**src/rtl/bnn_pkg.sv**
```systemverilog
// Shared constants, FSM encoding and record type for the 8-8-4 BNN datapath.
package bnn_pkg;

  localparam int unsigned NUM_NEURONS = 20;
  localparam int unsigned ADDR_W      = 5;
  localparam int unsigned WEIGHT_W    = 8;
  localparam int unsigned THRESH_W    = 4;
  localparam int unsigned NIB_W       = 4;

  typedef enum logic [1:0] {
    IDLE   = 2'd0,
    GOT_W0 = 2'd1,
    GOT_W1 = 2'd2,
    DONE   = 2'd3
  } state_t;

  typedef struct packed {
    logic [WEIGHT_W-1:0] weight;
    logic [THRESH_W-1:0] thresh;
  } param_rec_t;

endpackage

```
**src/rtl/bnn_param_loader_if.sv**
```systemverilog
// Nibble stream in, parameter register-file write port out.
interface bnn_param_loader_if;
  import bnn_pkg::*;

  logic                load_en;
  logic [NIB_W-1:0]    nibble_in;
  logic                wr_en;
  logic [ADDR_W-1:0]   wr_addr;
  logic [WEIGHT_W-1:0] wr_weight;
  logic [THRESH_W-1:0] wr_thresh;

  modport master (
    output load_en, nibble_in,
    input  wr_en, wr_addr, wr_weight, wr_thresh
  );

  modport slave (
    input  load_en, nibble_in,
    output wr_en, wr_addr, wr_weight, wr_thresh
  );

endinterface

```
**src/rtl/bnn_nibble_assembler.sv**
```systemverilog
// Latches the two weight nibbles of a record and presents the complete
// {weight, threshold} record alongside the threshold nibble.
module bnn_nibble_assembler
  import bnn_pkg::*;
(
  input  logic             clk,
  input  logic             reset,
  input  logic             clr,
  input  logic             acc_w0,
  input  logic             acc_w1,
  input  logic             acc_th,
  input  logic [NIB_W-1:0] nibble,
  output param_rec_t       rec_c,
  output logic             rec_done_c
);

  logic [NIB_W-1:0] w_lo;
  logic [NIB_W-1:0] w_hi;

  // Partial record storage; cleared on reset or load restart.
  always_ff @(posedge clk) begin
    if (reset || clr) begin
      w_lo <= '0;
      w_hi <= '0;
    end else begin
      if (acc_w0) w_lo <= nibble;
      if (acc_w1) w_hi <= nibble;
    end
  end

  assign rec_c.weight = WEIGHT_W'({w_hi, w_lo});
  assign rec_c.thresh = THRESH_W'(nibble);
  assign rec_done_c   = acc_th;

endmodule

```
**src/rtl/bnn_param_loader.sv**
```systemverilog
// Deserialises the nibble stream into per-neuron records and writes them,
// tracking load pointer, completion and overrun.
module bnn_param_loader
  import bnn_pkg::*;
(
  input  logic              clk,
  input  logic              reset,
  input  logic              ena,
  input  logic              clear_ptr,
  bnn_param_loader_if.slave bus,
  output logic              busy,
  output logic              done,
  output logic              overrun,
  output logic [ADDR_W-1:0] neuron_cnt
);

  localparam logic [ADDR_W-1:0] LAST_IDX = ADDR_W'(NUM_NEURONS - 1);
  localparam logic [ADDR_W-1:0] FULL_CNT = ADDR_W'(NUM_NEURONS);

  state_t              state_q;
  state_t              state_d;
  logic                clear_c;
  logic                accept_c;
  logic                acc_w0_c;
  logic                acc_w1_c;
  logic                acc_th_c;
  logic                ovr_set_c;
  logic [ADDR_W-1:0]   cnt_d;
  param_rec_t          rec_c;
  logic                rec_done_c;

  logic                wr_en_q;
  logic [ADDR_W-1:0]   wr_addr_q;
  logic [WEIGHT_W-1:0] wr_weight_q;
  logic [THRESH_W-1:0] wr_thresh_q;

  bnn_nibble_assembler u_asm (
    .clk        (clk),
    .reset      (reset),
    .clr        (clear_c),
    .acc_w0     (acc_w0_c),
    .acc_w1     (acc_w1_c),
    .acc_th     (acc_th_c),
    .nibble     (bus.nibble_in),
    .rec_c      (rec_c),
    .rec_done_c (rec_done_c)
  );

  // Next-state, accept qualification and counter update; clear beats a nibble.
  always_comb begin
    clear_c   = ena && clear_ptr;
    accept_c  = ena && bus.load_en && !clear_ptr;
    state_d   = state_q;
    acc_w0_c  = 1'b0;
    acc_w1_c  = 1'b0;
    acc_th_c  = 1'b0;
    ovr_set_c = 1'b0;
    cnt_d     = neuron_cnt;

    if (clear_c) begin
      state_d = IDLE;
      cnt_d   = '0;
    end else if (accept_c) begin
      case (state_q)
        IDLE: begin
          acc_w0_c = 1'b1;
          state_d  = GOT_W0;
        end
        GOT_W0: begin
          acc_w1_c = 1'b1;
          state_d  = GOT_W1;
        end
        GOT_W1: begin
          acc_th_c = 1'b1;
          state_d  = (neuron_cnt == LAST_IDX) ? DONE : IDLE;
          if (neuron_cnt != FULL_CNT) cnt_d = neuron_cnt + ADDR_W'(1);
        end
        DONE: begin
          ovr_set_c = 1'b1;
        end
        default: state_d = IDLE;
      endcase
    end
  end

  always_ff @(posedge clk) begin
    if (reset) begin
      state_q     <= IDLE;
      neuron_cnt  <= '0;
      done        <= 1'b0;
      overrun     <= 1'b0;
      busy        <= 1'b0;
      wr_en_q     <= 1'b0;
      wr_addr_q   <= '0;
      wr_weight_q <= '0;
      wr_thresh_q <= '0;
    end else begin
      state_q    <= state_d;
      neuron_cnt <= cnt_d;
      done       <= (cnt_d == FULL_CNT);
      overrun    <= clear_c ? 1'b0 : (overrun | ovr_set_c);
      busy       <= (state_d == GOT_W0) || (state_d == GOT_W1);
      // Single-cycle strobe, independent of ena so it always drops.
      wr_en_q    <= rec_done_c;
      if (rec_done_c) begin
        wr_addr_q   <= neuron_cnt;
        wr_weight_q <= rec_c.weight;
        wr_thresh_q <= rec_c.thresh;
      end
    end
  end

  assign bus.wr_en     = wr_en_q;
  assign bus.wr_addr   = wr_addr_q;
  assign bus.wr_weight = wr_weight_q;
  assign bus.wr_thresh = wr_thresh_q;

endmodule

```
**src/flat_wrapper.sv**
```systemverilog
// flat-port wrapper written by rule: the top's interface ports become plain ports
module bnn_param_loader_flat import bnn_pkg::*;
  (clk, reset, ena, clear_ptr, busy, done, overrun, neuron_cnt, bus_load_en, bus_nibble_in, bus_wr_en, bus_wr_addr, bus_wr_weight, bus_wr_thresh);
  bnn_param_loader_if bus_i ();
  input  logic clk;
  input  logic reset;
  input  logic ena;
  input  logic clear_ptr;
  output logic busy;
  output logic done;
  output logic overrun;
  output logic [ADDR_W-1:0] neuron_cnt;
  input wire logic [$bits(bus_i.load_en)-1:0] bus_load_en;
  input wire logic [$bits(bus_i.nibble_in)-1:0] bus_nibble_in;
  output wire logic [$bits(bus_i.wr_en)-1:0] bus_wr_en;
  output wire logic [$bits(bus_i.wr_addr)-1:0] bus_wr_addr;
  output wire logic [$bits(bus_i.wr_weight)-1:0] bus_wr_weight;
  output wire logic [$bits(bus_i.wr_thresh)-1:0] bus_wr_thresh;
  assign bus_i.load_en = bus_load_en;
  assign bus_i.nibble_in = bus_nibble_in;
  assign bus_wr_en = bus_i.wr_en;
  assign bus_wr_addr = bus_i.wr_addr;
  assign bus_wr_weight = bus_i.wr_weight;
  assign bus_wr_thresh = bus_i.wr_thresh;
  bnn_param_loader u_core (.clk(clk), .reset(reset), .ena(ena), .clear_ptr(clear_ptr), .bus(bus_i), .busy(busy), .done(done), .overrun(overrun), .neuron_cnt(neuron_cnt));
endmodule
```
**config.mk**
```make
export PLATFORM = sky130hd
export DESIGN_NAME = bnn_param_loader_flat
export DESIGN_NICKNAME = d
export VERILOG_FILES = /design/src/rtl/bnn_pkg.sv /design/src/rtl/bnn_param_loader_if.sv /design/src/rtl/bnn_nibble_assembler.sv /design/src/rtl/bnn_param_loader.sv /design/src/flat_wrapper.sv
export SDC_FILE = /design/constraint.sdc
export NUM_CORES = 1
export LEC_CHECK = 0
export ABC_AREA = 1
export CORE_MARGIN = 8
export CORE_UTILIZATION = 43
export DETAILED_ROUTE_END_ITERATION = 10
export PLACE_DENSITY_LB_ADDON = 0.08
export SYNTH_ARGS = -nofsm -noshare
export SYNTH_HDL_FRONTEND = slang
export SYNTH_SLANG_ARGS = --single-unit
```
**constraint.sdc**
```tcl
create_clock -name clk -period 1.47 [get_ports clk]
set_input_delay 0.3675 -clock clk [delete_from_list [all_inputs] [get_ports clk]]
set_output_delay 0.3675 -clock clk [all_outputs]
set_load 0.1 [all_outputs]
```
# Word-level counts from Yosys, hierarchy flattened
# Cells that the tools add are included.
[totals]
ff_bits = 36
wordCells = 49
[op_classes]
add_sub_neg = 1
eq_ne = 8
mux = 20
bitwise = 1
n_reduce_logical = 8
[ops]
columns = ["operator", "count"]
rows = [
  ["$mux 5", 4],
  ["$mux 1", 12],
  ["$eq 5x5->1 const B", 2],
  ["$eq 2x2->1 const B", 3],
  ["$mux 2", 3],
  ["$pmux 2 s3", 1],
  ["$add 5x1->5 const B", 1],
  ["$ne 5x5->1 const B", 1],
  ["$eq 2x1->1 const B", 2],
  ["$logic_and 1x1->1", 3],
  ["$logic_not 2->1", 1],
  ["$logic_or 1x1->1", 2],
  ["$reduce_or 2->1", 1],
  ["$logic_not 1->1", 1],
  ["$or 1x1->1", 1],
]

# Logic depth before layout (Yosys ltp)
# Gate-level depths: netlist of the first run.
[logic_depth]
word_depth = 7
ltp_mapped = 10
mapped_depth_nobuf = 10

# By module
# A second synthesis of the first run with hierarchy kept.
[hier_totals]
hier_cells = 215
hier_area_um2 = 1552.7
[modules_own_cells]
columns = ["module", "instances", "cells_each", "area_per_inst_um2"]
rows = [
  ["bnn_param_loader", 1, 163, 1198.6],
  ["bnn_nibble_assembler", 1, 52, 354.1],
]

# Worst setup path before layout of the first run
# OpenSTA, ideal clock, no wires.
[synth_path]
path_kind = "reg-to-reg"
startpoint = "reg u_core.neuron_cnt[0]"
endpoint = "reg u_core.done"
t_arrival_ns = 1.901
required_ns = 1.359
path_slack_ns = -0.542
stages_incl_launch_ff = 11
path_buffers = 0
path_cell_list = "dfxtp_1 -> inv_1 -> ha_1 -> nand2_1 -> inv_1 -> nand2_1 -> nor2_1 -> nor2_1 -> nand3_1 -> nand3_1 -> nor2_1"
[synth_between]
elab_chain_len = 6
[synth_lines]
columns = ["item", "line_no", "text"]
rows = [
  ["from (decl)", "bnn_param_loader.sv:14", "output logic [ADDR_W-1:0] neuron_cnt"],
  ["from (signal assigned)", "bnn_param_loader.sv:99", "neuron_cnt <= cnt_d;"],
  ["$add 5x1->5 or $ne 5x5->1 (tied branches)", "bnn_param_loader.sv:76", "if (neuron_cnt != FULL_CNT) cnt_d = neuron_cnt + ADDR_W'(1);"],
  ["$mux 5", "bnn_param_loader.sv:76", ""],
  ["$mux 5", "bnn_param_loader.sv:64", "case (state_q)"],
  ["$mux 5 *", "bnn_param_loader.sv:63", "end else if (accept_c) begin"],
  ["$mux 5 *", "bnn_param_loader.sv:60", "if (clear_c) begin"],
  ["$eq 5x5->1 *", "bnn_param_loader.sv:100", "done <= (cnt_d == FULL_CNT);"],
  ["to (signal assigned)", "bnn_param_loader.sv:100", ""],
  ["to (decl)", "bnn_param_loader.sv:12", "output logic done,"],
]
# Mark *: on every way between the ends. The rest lies on a longest branch, timed or not.
# A chain may end at the register's enable or synchronous reset.

# Final worst setup path of the first run
[layout_path]
startpoint = "reg u_core.neuron_cnt[0]"
endpoint = "reg u_core.neuron_cnt[4]"
[layout_between]
elab_chain_len = 5
[layout_lines]
columns = ["item", "line_no"]
rows = [
  ["$add 5x1->5 or $ne 5x5->1 (tied branches)", "bnn_param_loader.sv:76"],
  ["$mux 5 *", "bnn_param_loader.sv:76"],
  ["$mux 5 *", "bnn_param_loader.sv:64"],
  ["$mux 5 *", "bnn_param_loader.sv:63"],
  ["$mux 5 *", "bnn_param_loader.sv:60"],
]
# Marks and branches as above.

==> flow_summary.yaml, run 1 <==
hold_path:
  holdPathStages: 2
  hold_path_class: "register to register"
  hold_end: "u_core.u_asm.w_lo[0]"
  worstHoldStart: "u_core.u_asm.w_lo[0]"
floorplanning:
  die_width_um: 74.4
  ios: 35
  die-area_um2: 5540
  coreArea_um2: 3310
  die_h_um: 74.4
  num_rows: 21
  start_util: 0.443
sta:
  finalSetupViolations: 0
  timing.fmax_mhz: 744
  slew_viol_final: 0
  period_share: 0.915
  fin_setup_tns_ps: 0
  period_needed_ps: 1340
  rsz0062_at_grt: "no"
  max_slew.worst_pin.slew_ps: 310
  hold_ws_ps: 491
  finalHoldViolCount: 0
  fin_skew_ps: 11.6
  slew_headroom: 0.793
flow_run:
  cap_violations: 0
detailed_routing:
  drt_iter0_drc: 102
  vias: 1445
  avgRoutedWirePerCell_um: 13.2
  drc_errors: 0
  routed_wl_um: 3880
  postRouteAntennaNets: 0
  drtPass1Iterations: 5
  via_per_inst: 4.93
setup_path:
  worst-setup-path-type: "register to register"
  critPathMaxFanout: 5
  timing.rr.end: "u_core.neuron_cnt[4]"
  crit_required_ps: 1700
  rrSetupSlack_ps: 130
  reg2reg_from: "u_core.neuron_cnt[0]"
  worstSetupStartpointType: "register"
  r2r_cells: 5
  end_kind: "register"
  cpMaxStageDelayCell: "dfxtp_4"
  crit_chain: "ha_1 -> nand4_1 -> o21ai_1 -> nand3_1 -> and2_1"
  slowest_delay_ps: 400
  cp.arrival_ps: 1570
logic_synthesis:
  avgSynthCellArea_um2: 7.49
  synth-warning-count: 0
  ys_seq_elements: 36
  netlist_instances: 196
  synth_cell_types: 24
  mappedNetlistNets: 207
  synth_seq_area_share: 0.491
  netlist_area_um2: 1470
finish:
  fin_nets: 257
  area_growth_pct: 56.9
  fin_cells: 293
  design_area_um2: 2300
  antenna_cells: 0
  layout-drive-gt1-share: 0.255
global_routing:
  grtUsageMet1: 0.167
  grt_pass1_vias: 1374
  grtUsageMet2: 0.251
  grtUsageMet3: 0.0539
  grt_pass1_wl_um: 6330
  grt-busiest-layer: "met2"
  grt_usage: 0.149
  grt-ovfl-total: 0
  antenna_found_initial: 0
  grt_max_degree: 19
cts:
  clock-sinks: 36
  cts_inserted_buffers: 5
  cts-root-buf: "clkbuf_4"
  ctsHoldBuffers: 0
  cts_tree: "built"
  cts_post_setup_buffers_inserted: 0
  h-tree-depth: 2
  clk-insertion-delay-late_ps: 330
  cts_buffer_depth: 2
  clkSlewWorstSetupHoldPaths_ps: 110
power_and_ir_drop:
  p_leak_nw: 0.988
  ir_drop_uv: 700
  sw_frac_of_total: 0.257
  combPwrFrac: 0.106
  p_int_w: 0.00129
  pwr_density_cell_nw_per_um2: 755
  power_switching_w: 0.000447
  p_seq_frac: 0.571
  p_clk_frac: 0.323
placed_design:
  hpwl_um: 3030
  dpl.cell_count: 285
  place_area_um2: 2220
  port_buffers: 34
  gp_congestion: 0.856
status:
  status: "complete, no violations"
==> kinds of logic after synthesis <==
group | share of synthesized area
flip-flops | 0.491
buffers and inverters | 0.0631
adder cells (fa/ha/maj) | 0.0170
AO/OA/AOI/OAI | 0.124
AND/OR/NAND/NOR | 0.305
==> cell usage in the layout (no fill, tap or decap) <==
cell	netlist	layout
nand4_1	1	1
clkdlybuf4s50_1	0	5
buf_4	1	10
nor2_4	2	3
nor2_2	3	2
nand2_4	1	1
inv_1	15	15
o21ai_0	24	23
and2_1	1	1
nor3_1	1	1
a31oi_1	1	1
buf_6	1	2
dfxtp_4	0	3
dfxtp_2	0	2
dfxtp_1	36	31
buf_12	0	27
nand2_2	4	4
nand3b_1	2	2
dlymetal6s2s_1	0	3
inv_2	1	1
clkbuf_8	0	1
ha_1	2	2
nand3_1	12	12
clkinv_2	1	1
nor2_1	53	53
clkbuf_1	1	1
o21ai_1	4	5
clkbuf_4	0	5
inv_4	0	1
a21oi_1	7	7
nand2_1	21	21
==> layer usage <==
| layer | vias up | part of all wire |
|---|---|---|
| met5 | - | 0 |
| met4 | 0 | 0.011 |
| met3 | 6 | 0.076 |
| met2 | 45 | 0.49 |
| met1 | 662 | 0.42 |
| li1 | 732 | - |
==> power by group through the flow <==
stage	clock, W	combinational [W]	sequential (W)
5_1_grt	0.000610	0.000199	0.000995
4_1_cts	0.000575	0.000184	0.000993
3_3_place_gp	0	0.000181	0.00102
3_5_place_dp	0	0.000183	0.00102
6_report	0.000562	0.000184	0.000993
2_1_floorplan	0	0.0000629	0.00105
==> registers in the layout (all words and copies together) (netlist names) <==
name / flops
u_core.overrun: 1
u_core.neuron_cnt: 5
u_core.u_asm.w_lo: 4
u_core.bus.wr_en: 1
u_core.state_q: 2
u_core.bus.wr_thresh: 4
u_core.done: 1
u_core.bus.wr_addr: 5
u_core.busy: 1
u_core.bus.wr_weight: 8
u_core.u_asm.w_hi: 4
==> synth_stat cells <==
cell type	count	area [um2]
a21oi_1	7	35.0
a31oi_1	1	6.26
and2_1	1	6.26
buf_2	1	5.00
buf_4	1	7.51
buf_6	1	11.3
clkbuf_1	1	3.75
clkinv_2	1	5.00
dfxtp_1	36	721
ha_1	2	25.0
inv_1	15	56.3
inv_2	1	3.75
nand2_1	21	78.8
nand2_2	4	25.0
nand2_4	1	11.3
nand3_1	12	60.1
nand3b_1	2	15.0
nand4_1	1	6.26
nor2_1	53	199
nor2_2	3	18.8
nor2_4	2	22.5
nor3_1	1	5.00
o21ai_0	24	120
o21ai_1	4	20.0
==> worst max-delay path by stage <==
stage / endpoint / cells past startpoint / from
finish: u_core.neuron_cnt[4] / 5 / u_core.neuron_cnt[0]
global route: u_core.done / 10 / u_core.neuron_cnt[0]
CTS: u_core.u_asm.w_hi[0] / 8 / ena
detailed placement: u_core.busy / 10 / ena
global placement: u_core.u_asm.w_hi[1] / 8 / ena
floorplan: u_core.done / 8 / u_core.neuron_cnt[0]
==> worst max-delay path: cells and delay by family (launching register included) <==
kind | cells | cell delay [ps]
AOI/OAI and AO/OA | 1 | 160
adders and majority gates | 1 | 220
DFF | 1 | 400
and+or+nand+nor | 3 | 450
==> repair_timing <==
item	in CTS	in global routing
pin swaps	0	5
resized for setup	1	6
endpoints found under the setup margin	1	13
==> final cells by class <==
type	instances	area, um2
inverters	17	65.1
flip-flops and latches	36	734
well taps	46	57.6
multi-input cells	139	659
fillers	279	1010
clock buffers	7	55.1
repair buffers	47	726
clock inverters	1	6.26
==> metrics by stage <==
| stage | setup WS [ps] | power, W | utilization |
|---|---|---|---|
| after global placement | -289 | 0.00120 | 0.671 |
| after CTS | 27.6 | 0.00175 | 0.691 |
| after floorplan | 8.52 | 0.00111 | - |
| after global routing | 15.2 | 0.00180 | 0.696 |
| final | 125 | 0.00174 | 0.696 |
| after detailed placement | -333 | 0.00120 | 0.671 |
(Power assumes the default switching activity.)
==> run 2: changes to the inputs <==
Settings changed: GPL_TIMING_DRIVEN set to 0.
==> flow_summary.yaml, run 2 (synthesis gave the netlist of run 1 again) <==
setup_path:
  cp.arrival_ps: 1020
  slowest_delay_ps: 390
  worstSetupStartpointType: "register"
  cpMaxStageDelayCell: "dfxtp_2"
  critPathMaxFanout: 5
  crit_required_ps: 1100
  cpLargestDelayFamily: "flip-flops"
  worst-setup-path-type: "register to output port"
  crit_chain: "buf_4"
  critPathBufInv: 1
  end_kind: "output port"
floorplanning:
  start_util: 0.443
  ios: 35
  die-area_um2: 5540
  die_h_um: 74.4
  coreArea_um2: 3310
  die_width_um: 74.4
  num_rows: 21
cts:
  cts_inserted_buffers: 5
  clk-insertion-delay-late_ps: 320
  clock-sinks: 36
  clkSlewWorstSetupHoldPaths_ps: 100
  cts_buffer_depth: 2
  cts-root-buf: "clkbuf_4"
  cts_tree: "built"
  h-tree-depth: 2
  ctsHoldBuffers: 0
sta:
  finalSetupViolations: 0
  timing.fmax_mhz: 719
  fin_skew_ps: 4.29
  finalHoldViolCount: 0
  max_slew.worst_pin.slew_ps: 310
  hold_ws_ps: 406
  rsz0062_at_grt: "no"
  slew_viol_final: 0
  period_share: 0.947
  slew_headroom: 0.793
  setup_slack_ps: 78.4
  period_needed_ps: 1390
finish:
  layout_commonest_cell: "nor2_1"
  utilization: 0.577
  final_cell_mix: "nor2_1, dfxtp_1, o21ai_0, buf_4, nand2_1"
  area_growth_pct: 30.3
  fin_nets: 250
  antenna_cells: 0
  layout-drive-gt1-share: 0.263
  largest_reg_flops: 8
  fin_cells: 286
  fill_cells: 354
placed_design:
  port_buffers: 34
  dpl.cell_count: 276
  dp_slack_ps: -437
  gp_congestion: 0.870
  hpwl_um: 2670
global_routing:
  grt_max_degree: 12
  grt_pass1_vias: 1272
  grt-ovfl-total: 0
  antenna_found_initial: 0
  grt_pass1_wl_um: 5890
  grt_usage: 0.136
detailed_routing:
  drtPass1Iterations: 4
  drt_iter0_drc: 52
  avgRoutedWirePerCell_um: 12.4
  via_per_inst: 4.80
  drc_errors: 0
  routed_wl_um: 3550
  postRouteAntennaNets: 0
  vias: 1373
flow_run:
  cap_violations: 0
status:
  status: "complete, no violations"
hold_path:
  hold_path_class: "input port to register"
power_and_ir_drop:
  pwr_density_cell_nw_per_um2: 887
  ir_drop_uv: 630
  p_leak_nw: 0.868
  total_power_w: 0.00169
[run 2: cell types whose count changed in the layout (fill, tap and decap cells not counted), sizes merged]
cell | before | now
dlymetal6s2s | 3 | 2
clkdlybuf4s50 | 5 | 4
buf | 39 | 26
dlygate4sd2 | 0 | 2
clkbuf | 7 | 13
[run 2: area by class of cell]
type / instances / area (um2) / share of cell area
multi-input cells: 139 / 667 / 0.349
repair buffers: 36 / 290 / 0.152
clock buffers: 7 / 55.1 / 0.0288
inverters: 17 / 67.6 / 0.0353
flip-flops and latches: 36 / 736 / 0.385
clock inverters: 1 / 6.26 / 0.00327
well taps: 46 / 57.6 / 0.0301
plain buffers: 4 / 32.5 / 0.0170
[run 2: routing by layer]
layer  up-vias  global-route usage  share of wire
met5         -                   0              0
met4         0              0.0587          0.020
met3         8              0.0458          0.091
met2        45               0.208           0.45
met1       605               0.169           0.44
li1        715                   -              -
[run 2: worst register-to-register path: stages (launching register included)]
cell	delay [ps]
dfxtp_4	360
inv_1	70
nor2_1	220
nand3_1	140
nand2_1	80
nand2_1	60
nor2_2	120
nand3_1	80
nand2_1	70
inv_1	30
[run 2: timing repair]
| action | 4_1_cts | 5_1_grt |
|---|---|---|
| gates resized for setup | 156 | 16 |
| setup buffers | 1 | 0 |
| pin swaps | 3 | 2 |
| gates cloned | 0 | 1 |
| setup endpoints to repair | 45 | 30 |
[run 2: final timing paths]
kind	slack (ps)	endpoint	cells after the start	start
setup / recovery	80	neuron_cnt[2]	1	u_core.neuron_cnt[2]
hold / removal	410	u_core.neuron_cnt[0]	2	reset
setup reg to reg	150	u_core.busy	9	u_core.neuron_cnt[4]
hold reg to reg	490	u_core.bus.wr_weight[4]	2	u_core.bus.wr_weight[4]
[run 2: report_power, final]
part	internal [W]	switching, W	total, W
clock	0.000236	0.000313	0.000549
sequential	0.000982	0.00000788	0.000990
combinational	0.0000489	0.000107	0.000156
total	0.00127	0.000428	0.00169
[run 2: per-stage QoR]
stage | TNS (ps) | cell area, um2
3_5_place_dp | -20630 | 1880
5_1_grt | 0 | 1910
6_report | 0 | 1910
3_3_place_gp | -20220 | 1880
4_1_cts | 0 | 1870
2_1_floorplan | 0 | 1480
==> run 3: changes to the inputs <==
Settings changed: CORE_ASPECT_RATIO set to 0.5, GPL_TIMING_DRIVEN 0 to not set.
==> flow_summary.yaml, run 3 (synthesis gave the netlist of run 1 again) <==
setup_path:
  crit_required_ps: 1690
  cpMaxStageDelayCell: "dfxtp_4"
  worstSetupStartpointType: "register"
  path_common_cell: "nor2_1"
  worst-setup-path-type: "register to register"
  r2r_cells: 8
  critPathMaxFanout: 5
  slowest_delay_ps: 380
  critPathBufInv: 1
  timing.rr.end: "u_core.done"
  crit_chain: "inv_2 -> ha_1 -> nand3b_1 -> nand2_1 -> nor2_1 -> nor2_1 -> nand2_1 -> nor2_1"
  end_kind: "register"
  cp.arrival_ps: 1570
  rrSetupSlack_ps: 120
  reg2reg_from: "u_core.neuron_cnt[0]"
  cpLargestDelayFamily: "simple AND/OR/NAND/NOR gates"
cts:
  cts_buffer_depth: 2
  cts_inserted_buffers: 5
  cts_tree: "built"
  clkSlewWorstSetupHoldPaths_ps: 80
  ctsHoldBuffers: 0
  cts-root-buf: "clkbuf_8"
  h-tree-depth: 2
  clk-insertion-delay-late_ps: 290
  clock-sinks: 36
hold_path:
  holdPathStages: 2
  hold_path_class: "register to register"
  worstHoldStart: "u_core.u_asm.w_lo[2]"
  hold_end: "u_core.u_asm.w_lo[2]"
finish:
  design_area_um2: 2350
  layout_commonest_cell: "nor2_1"
  layout-drive-gt1-share: 0.280
  largest_reg_flops: 8
  fin_cells: 292
  final_cell_mix: "nor2_1, dfxtp_1, buf_12, o21ai_0, nand2_1"
  fin_nets: 260
  area_growth_pct: 59.8
  antenna_cells: 0
power_and_ir_drop:
  p_leak_nw: 0.997
  p_int_w: 0.00144
  p_seq_frac: 0.515
  p_clk_frac: 0.393
  ir_drop_uv: 721
  sw_frac_of_total: 0.254
  combPwrFrac: 0.093
  pwr_density_cell_nw_per_um2: 822
  power_switching_w: 0.000490
sta:
  period_needed_ps: 1350
  setup_slack_ps: 124
  max_slew.worst_pin.slew_ps: 222
  rsz0062_at_grt: "no"
  fin_setup_tns_ps: 0
  slew_headroom: 0.852
  period_share: 0.916
  slew_viol_final: 0
  timing.fmax_mhz: 743
  fin_skew_ps: 3.43
  finalHoldViolCount: 0
  finalSetupViolations: 0
global_routing:
  antenna_found_initial: 0
  grt_pass1_vias: 1397
  grt_max_degree: 19
  grt_pass1_wl_um: 6150
  grt_usage: 0.133
  grt-ovfl-total: 0
detailed_routing:
  via_per_inst: 4.87
  avgRoutedWirePerCell_um: 12.2
  routed_wl_um: 3550
  drt_iter0_drc: 48
  drtPass1Iterations: 4
  vias: 1423
  drc_errors: 0
  postRouteAntennaNets: 0
placed_design:
  dpl.cell_count: 282
  gp_congestion: 0.855
  port_buffers: 34
  place_area_um2: 2220
  hpwl_um: 2670
  dp_slack_ps: -366
floorplanning:
  num_rows: 15
  start_util: 0.437
  die-area_um2: 5650
  coreArea_um2: 3360
  die_h_um: 57.3
  ios: 35
  die_width_um: 98.6
status:
  status: "complete, no violations"
flow_run:
  cap_violations: 0
## run 3: cell types whose count changed in the layout (fill, tap and decap cells not counted), moves of 5 or more
cell	delta
buf_4	-9
clkbuf_8	+5
clkbuf_4	-10
buf_12	+27
## run 3: layer usage
metal / part of all wire / track usage / wire (um) / up-vias
li1: - / - / - / 736
met1: 0.46 / 0.150 / 1640 / 648
met2: 0.47 / 0.228 / 1650 / 35
met3: 0.064 / 0.0570 / 226 / 4
met4: 0.0082 / 0.0367 / 29 / 0
met5: 0 / 0 / 0 / -
## run 3: power by group through the flow
stage               Combinational [W]  Clock [W]  Sequential, W
finish                       0.000179   0.000757       0.000992
global route                 0.000195   0.000810       0.000993
CTS                          0.000179   0.000769       0.000992
detailed placement           0.000181          0        0.00101
global placement             0.000179          0        0.00101
floorplan                   0.0000629          0        0.00105
## run 3: per-stage QoR
stage           util  hold slack, ps  total power (W)
6_report       0.698             487          0.00193
3_5_place_dp   0.662             470          0.00120
4_1_cts        0.693             491          0.00194
2_1_floorplan      -             430          0.00111
5_1_grt        0.698             512          0.00200
3_3_place_gp   0.662             461          0.00119
## run 3: worst max path at each step
stage / start / to / slack (ps) / cells past startpoint
floorplan: u_core.neuron_cnt[0] / u_core.done / 9 / 8
global placement: ena / u_core.u_asm.w_hi[2] / -280 / 8
detailed placement: ena / u_core.u_asm.w_hi[3] / -370 / 8
CTS: u_core.neuron_cnt[0] / u_core.done / 70 / 8
global route: u_core.neuron_cnt[0] / u_core.done / 4 / 8
finish: u_core.neuron_cnt[0] / u_core.done / 120 / 8
## run 3: worst min-delay path, cell delays in order (launching register included)
cell     delay (ps)
dfxtp_1         330
nor2_1           50
nor2_1           80
## run 3: layout make-up
| type | count | area (um2) |
|---|---|---|
| clock buffers | 6 | 82.6 |
| clock inverters | 2 | 13.8 |
| fillers | 265 | 1010 |
| inverters | 17 | 65.1 |
| multi-input cells | 139 | 659 |
| flip-flops and latches | 36 | 736 |
| well taps | 42 | 52.6 |
| repair buffers | 50 | 737 |
## run 3: repair_timing
action,in CTS,in global routing
hold endpoints to repair,0,0
pin swaps,5,0
setup endpoints to repair,11,1
setup buffers,0,2
gates resized for setup,8,2
